### src/rtl/perf_counter_bank.sv
// perf_counter_bank: free-running cycle counter plus per-event counters with
// a small run/halt controller, sticky overflow flags and a registered read port.
//
//   state   | meaning
//   --------+-----------------------------------------------------------
//   IDLE    | after reset or clear; counters hold, waiting for start
//   RUN     | cycle counter and event counters advance
//   HALTED  | core halted; counters and overflow flags frozen until clear
module perf_counter_bank #(
  parameter int NUM_EVENTS = 6,
  parameter int CNT_WIDTH  = 32,
  parameter bit SATURATE   = 1'b1,
  localparam int SEL_W     = $clog2(NUM_EVENTS + 1)
) (
  input  logic                  clk,
  input  logic                  rst,
  input  logic                  start,
  input  logic                  halt,
  input  logic                  clear,
  input  logic [NUM_EVENTS-1:0] events,
  input  logic                  rd_req,
  input  logic [SEL_W-1:0]      rd_sel,
  output logic                  rd_valid,
  output logic [CNT_WIDTH-1:0]  rd_data,
  output logic                  rd_err,
  output logic [NUM_EVENTS:0]   ovf,
  output logic [1:0]            state
);

  typedef enum logic [1:0] {
    ST_IDLE   = 2'b00,
    ST_RUN    = 2'b01,
    ST_HALTED = 2'b10
  } state_t;

  localparam logic [CNT_WIDTH-1:0] CNT_ONE = {{(CNT_WIDTH-1){1'b0}}, 1'b1};
  localparam logic [CNT_WIDTH-1:0] CNT_MAX = {CNT_WIDTH{1'b1}};
  localparam logic [CNT_WIDTH-1:0] CNT_OVF = SATURATE ? CNT_MAX : '0;
  localparam logic [SEL_W-1:0]     MAX_SEL = SEL_W'(NUM_EVENTS);

  state_t                 state_q, state_d;
  logic [CNT_WIDTH-1:0]   cnt_q [NUM_EVENTS+1];
  logic [CNT_WIDTH-1:0]   cnt_d [NUM_EVENTS+1];
  logic [NUM_EVENTS:0]    ovf_q, ovf_d;
  logic [NUM_EVENTS:0]    inc;
  logic                   rd_valid_q, rd_valid_d;
  logic [CNT_WIDTH-1:0]   rd_data_q, rd_data_d;
  logic                   rd_err_q, rd_err_d;

  // Controller next state and counter update; clear dominates everything.
  always_comb begin
    state_d = state_q;
    cnt_d   = cnt_q;
    ovf_d   = ovf_q;
    inc     = '0;
    if (clear) begin
      state_d = ST_IDLE;
      for (int i = 0; i <= NUM_EVENTS; i++) cnt_d[i] = '0;
      ovf_d = '0;
    end else begin
      case (state_q)
        ST_IDLE: begin
          // start with a same-cycle halt still enters RUN; halt is seen next cycle
          if (start) state_d = ST_RUN;
        end
        ST_RUN: begin
          // the halt cycle itself is counted
          inc = {events, 1'b1};
          if (halt) state_d = ST_HALTED;
        end
        ST_HALTED: ;
        default: state_d = ST_IDLE;
      endcase
      for (int i = 0; i <= NUM_EVENTS; i++) begin
        if (inc[i]) begin
          if (cnt_q[i] == CNT_MAX) begin
            cnt_d[i] = CNT_OVF;
            ovf_d[i] = 1'b1;
          end else begin
            cnt_d[i] = cnt_q[i] + CNT_ONE;
          end
        end
      end
    end
  end

  // Read port: returns the pre-update value; data/err hold when idle.
  always_comb begin
    rd_valid_d = rd_req;
    rd_data_d  = rd_data_q;
    rd_err_d   = rd_err_q;
    if (rd_req) begin
      rd_data_d = '0;
      rd_err_d  = (rd_sel > MAX_SEL);
      for (int i = 0; i <= NUM_EVENTS; i++) begin
        if (rd_sel == SEL_W'(i)) rd_data_d = cnt_q[i];
      end
    end
  end

  // State, counters and read registers.
  always_ff @(posedge clk or posedge rst) begin
    if (rst) begin
      state_q <= ST_IDLE;
      for (int i = 0; i <= NUM_EVENTS; i++) cnt_q[i] <= '0;
      ovf_q      <= '0;
      rd_valid_q <= 1'b0;
      rd_data_q  <= '0;
      rd_err_q   <= 1'b0;
    end else begin
      state_q <= state_d;
      for (int i = 0; i <= NUM_EVENTS; i++) cnt_q[i] <= cnt_d[i];
      ovf_q      <= ovf_d;
      rd_valid_q <= rd_valid_d;
      rd_data_q  <= rd_data_d;
      rd_err_q   <= rd_err_d;
    end
  end

  assign rd_valid = rd_valid_q;
  assign rd_data  = rd_data_q;
  assign rd_err   = rd_err_q;
  assign ovf      = ovf_q;
  assign state    = state_q;

endmodule

### config.mk
export PLATFORM = sky130hd
export DESIGN_NAME = perf_counter_bank
export DESIGN_NICKNAME = d
export VERILOG_FILES = /design/src/rtl/perf_counter_bank.sv
export SDC_FILE = /design/constraint.sdc
export NUM_CORES = 1
export LEC_CHECK = 0
export ABC_AREA = 0
export BUFFER_PORTS_ARGS = -buffer_cell sky130_fd_sc_hd__buf_2
export CORE_MARGIN = 5
export CORE_UTILIZATION = 68
export DETAILED_ROUTE_END_ITERATION = 10
export PLACE_DENSITY_LB_ADDON = 0.05
export SLEW_MARGIN = 20
export SYNTH_ARGS = -nofsm -noshare
export SYNTH_HDL_FRONTEND = slang
export SYNTH_SLANG_ARGS = --single-unit
export TNS_END_PERCENT = 100
### constraint.sdc
create_clock -name clk -period 23.3 [get_ports clk]
set_input_delay 2.33 -clock clk [delete_from_list [all_inputs] [get_ports clk]]
set_output_delay 2.33 -clock clk [all_outputs]
set_load 0.005 [all_outputs]
== Word level (Yosys, flattened, before mapping) ==
Index checks and enable logic that the tools add are counted.
Word-level totals
  register bits after elaboration: 267
  input bits: 15
  word-level logic and storage cells: 111
Operators by class
  add/subtract/negate cells: 7
  magnitude comparators: 1
  eq/ne operators: 18
  muxes and demuxes: 43
  reduce and logical (&&, ||, !) cells: 24
Operator list (count)
  $mux 32: 21
  $add 32x1->32 const B: 7
  $eq 32x32->1 const B: 7
  $mux 224: 1
  $reduce_bool 2->1: 14
  $mux 7: 3
  $mux 1: 14
  $reduce_and 2->1: 7
  $eq 3x3->1 const B: 3
  $eq 3x2->1 const B: 2
  $mux 2: 3
  $ne 3x3->1 const B: 2
  $pmux 2 s3: 1
  $eq 3x1->1 const B: 1
  $gt 3x3->1 const B: 1
  $logic_not 3->1: 1
  $reduce_and 3->1: 1
  $eq 2x1->1 const B: 1
  $eq 2x2->1 const B: 1
  $logic_not 2->1: 1
  $ne 2x2->1 const B: 1

== Logic depth before layout (Yosys ltp) ==
  word-level depth: 8
  gate-level depth with buffers: 9

== Least setup slack after synthesis ==
OpenSTA, ideal clock, no wires.
  path type: in2reg
  from: in events[2]
  to: reg cnt_q[100] in the netlist's numbering
  setup time: 0.083 ns
  arrival: 3.637 ns
  path slack: 19.580 ns
  stages on the path: 7
  path through: nand4b_1 -> or3_1 -> buf_2 -> nor3_4 -> nand2_2 -> clkbuf_1 -> o21ai_0
Between the ends
  word-level cells in the longest chain between the ends: 3
Ends and longest elaborated chain
  from (decl): RTL line 20  | input logic [NUM_EVENTS-1:0] events,
  $mux 7: RTL line 61  | case (state_q)
  $mux 7: RTL line 56  | if (clear) begin
  $reduce_bool 2->1 (no source line)
  to (decl): RTL line 42  | logic [CNT_WIDTH-1:0] cnt_q [NUM_EVENTS+1];
No other way between the ends. The select of a mux whose other input is x is not followed.
A chain may end at the register's enable or synchronous reset.

== Final worst setup path ==
  from: in rd_sel[0]
  to: reg rd_data_q[0], in the netlist rd_data[0]
Between the ends
  word-level cells in the longest chain between the ends: 8
Ends and longest elaborated chain
  from (decl): RTL line 22  | input logic [SEL_W-1:0] rd_sel,
  $logic_not 3->1: RTL line 96  | if (rd_sel == SEL_W'(i)) rd_data_d = cnt_q[i];
  $mux 32 (6 in a row): RTL line 96
  $mux 32 *: RTL line 96
  to (signal assigned): RTL line 115  | rd_data_q <= rd_data_d;
  to (decl): RTL line 47  | logic [CNT_WIDTH-1:0] rd_data_q, rd_data_d;
Mark *: on every way between the ends. The rest lies on a longest branch, timed or not.

==> results.ini <==
[placement]
gp_congestion=0.987
place_hpwl_um=29800
dp_slack_ps=18450
io_buffers=57

[global_routing]
antenna_found_initial=0
grt_usage_pct=33.5
grt_max_degree=139
grt_pass1_vias=12600
grt_pass1_wl_um=69900
grt.overflow.total=0

[floorplan]
die_h_um=160
start_util_pct=68.2
pin_count=58
dieArea_um2=25600
core_um2=22400
fp.dieW_um=160
row_count=55

[sta]
rsz0062_at_grt=false
holdWs_ps=518
clock.fmax_ghz=0.210
post-route-period-util_pct=20.5
fin_skew_ps=9.32
setup_ws_ps=18530
fin_crit_ps=4770
worst_slew_pin_slew_ps=1130
hold_viol_final=0
setup-violations-final=0
tns_ps=0
final_max_slew_viol_count=0
slew_headroom_pct=24.6

[cells_and_area]
nets=1679
areaGrowthSynthToFinish_pct=8.83
n_fill_cell=1641
drive_above_1_share_pct=10.2
n_antenna_cell=0

[logic_synthesis]
synth-warning-count=0
synth-edff-count=0
ys_async_sr_fraction_pct=100
avgSynthCellArea_um2=9.20
synth_commonest_cells=dfrtp_1 (267), o21ai_0 (257), xnor2_1 (93)
synth_seq_cells=267
yosys_most_used_dff=dfrtp_1
yosysTopAreaCell=dfrtp_1
synth_fp_nets=1687
synthCells=1665
ys_types=67
ys_top_cells_by_area=dfrtp_1 (44%), o21ai_0 (8.4%), xnor2_1 (5.3%)
synthMostInstantiatedCell=dfrtp_1
synth-seq-area-share_pct=43.6
netlist_area_um2=15300
synth_top_area_share_pct=43.6

[run_status]
status=complete, no violations

[clocking]
clkSinkCount=267
numCtsBuffers=30
clkTransAtPathRegs_ps=60
cts-root-buf=clkbuf_16
clk_latency_ps=550
cts_buffer_depth=3
postCtsSetupRepairBufs=0
htreeDepth=1
ctsHoldBuffers=0
tritoncts=built
cts.repair.resized=0

[critical_path]
arrival_ps=5160
start_kind=primary input
critPathMaxFanout=40
cp-end-kind=flop
criticalPathCategory=in -> reg
critical_path_required_ps=23690

[power]
power_density_nw_per_um2=61.0
p_leak_uw=0.00689
ir_drop_mv=0.0546

[min_path]
hold_path.class=reg -> reg

[routing]
vias=13300
antenna_left=0
first_pass_iters=7
via_per_inst=6.76
wire_per_inst_um=22.2
drt_iter0_drc=1686
wl_um=43600
drc=0

[flow_run]
drv_cap=0

power breakdown:
group / switching [uW] / total [uW] / internal, uW
Sequential: 4.64 / 473 / 469
Combinational: 41.4 / 57.2 / 15.8
Clock: 189 / 486 / 297
Total: 235 / 1020 / 781
cells in the final DEF (no fill, tap or decap), drive strengths merged, types with 5 or more instances in the layout:
cell,n
dfrtp,267
o21ai,260
xnor2,93
xor2,90
nor2,88
nand3,80
nand2,75
buf,74
nand4,70
inv,66
nor3,50
mux2i,45
clkbuf,43
a21oi,39
and3,36
and4,33
a22oi,31
o22ai,31
nor4,28
o221a,21
nor2b,17
o21a,11
and2,11
a31oi,10
a22o,10
a21o,10
or3,10
clkinv,8
nand4b,7
ha,7
nand3b,7
a211oi,6
o311ai,6
a311oi,5
final timing paths:
kind	startpoint	end	slack, ps	cells after the start
worst min register to register	ovf[6]	ovf[6]	520	2
max in group asynchronous	rst	cnt_q[194]	19840	3
min in group asynchronous	rst	cnt_q[121]	1950	2
worst max register to register	state[0]	cnt_q[133]	20070	6
worst min-delay path	ovf[6]	ovf[6]	520	2
worst max-delay path	rd_sel[0]	rd_data[0]	18530	7
through the flow:
step                area, um^2  util [%]  power, uW  instances
finish                   16700      74.3       1020       1964
global route             16700      74.3       1050       1964
CTS                      16700      74.3       1020       1964
detailed placement       15600      69.7        538       1910
global placement         15600      69.7        537       1910
floorplan                15300         -        518       1665
metal layers:
metal / GRT usage (%) / part of all wire, %
met2: 53.9 / 47
met4: 10.8 / 3.9
met1: 46.9 / 41
met5: 0 / 0
met3: 5.42 / 8.9
cells by family (layout without fill, tap and decap cells):
logic type	Yosys count	after routing	synth area share [%]
adder cells (fa/ha/maj)	7	7	0.572
flip-flops	267	267	43.6
buffers and inverters	181	195	4.66
multiplexers	45	45	2.94
AO/OA/AOI/OAI	452	452	17.7
XOR/XNOR	183	183	10.5
AND/OR/NAND/NOR	530	530	20.0
critical path: stages:
cell and delay, ps:
buf_2 80, buf_4 520, clkinv_1 1010, a22o_1 530, a22oi_1 280, o21a_1 250, o22ai_1 100
sequential cells by signal (all words and copies together) (netlist names):
| signal | cells |
|---|---|
| rd_data | 32 |
| cnt_q | 224 |
| rd_valid | 1 |
| ovf | 7 |
| rd_err | 1 |
| state | 2 |
area by class of cell:
| class | instances | area (um^2) | area share (%) |
|---|---|---|---|
| clock inverters | 11 | 133 | 0.796 |
| multi-input cells | 1217 | 7920 | 47.5 |
| repair buffers | 74 | 419 | 2.52 |
| well taps | 285 | 357 | 2.14 |
| clock buffers | 43 | 891 | 5.35 |
| inverters | 67 | 259 | 1.55 |
| flip-flops and latches | 267 | 6680 | 40.1 |
Power figures use the tool's default switching activity.
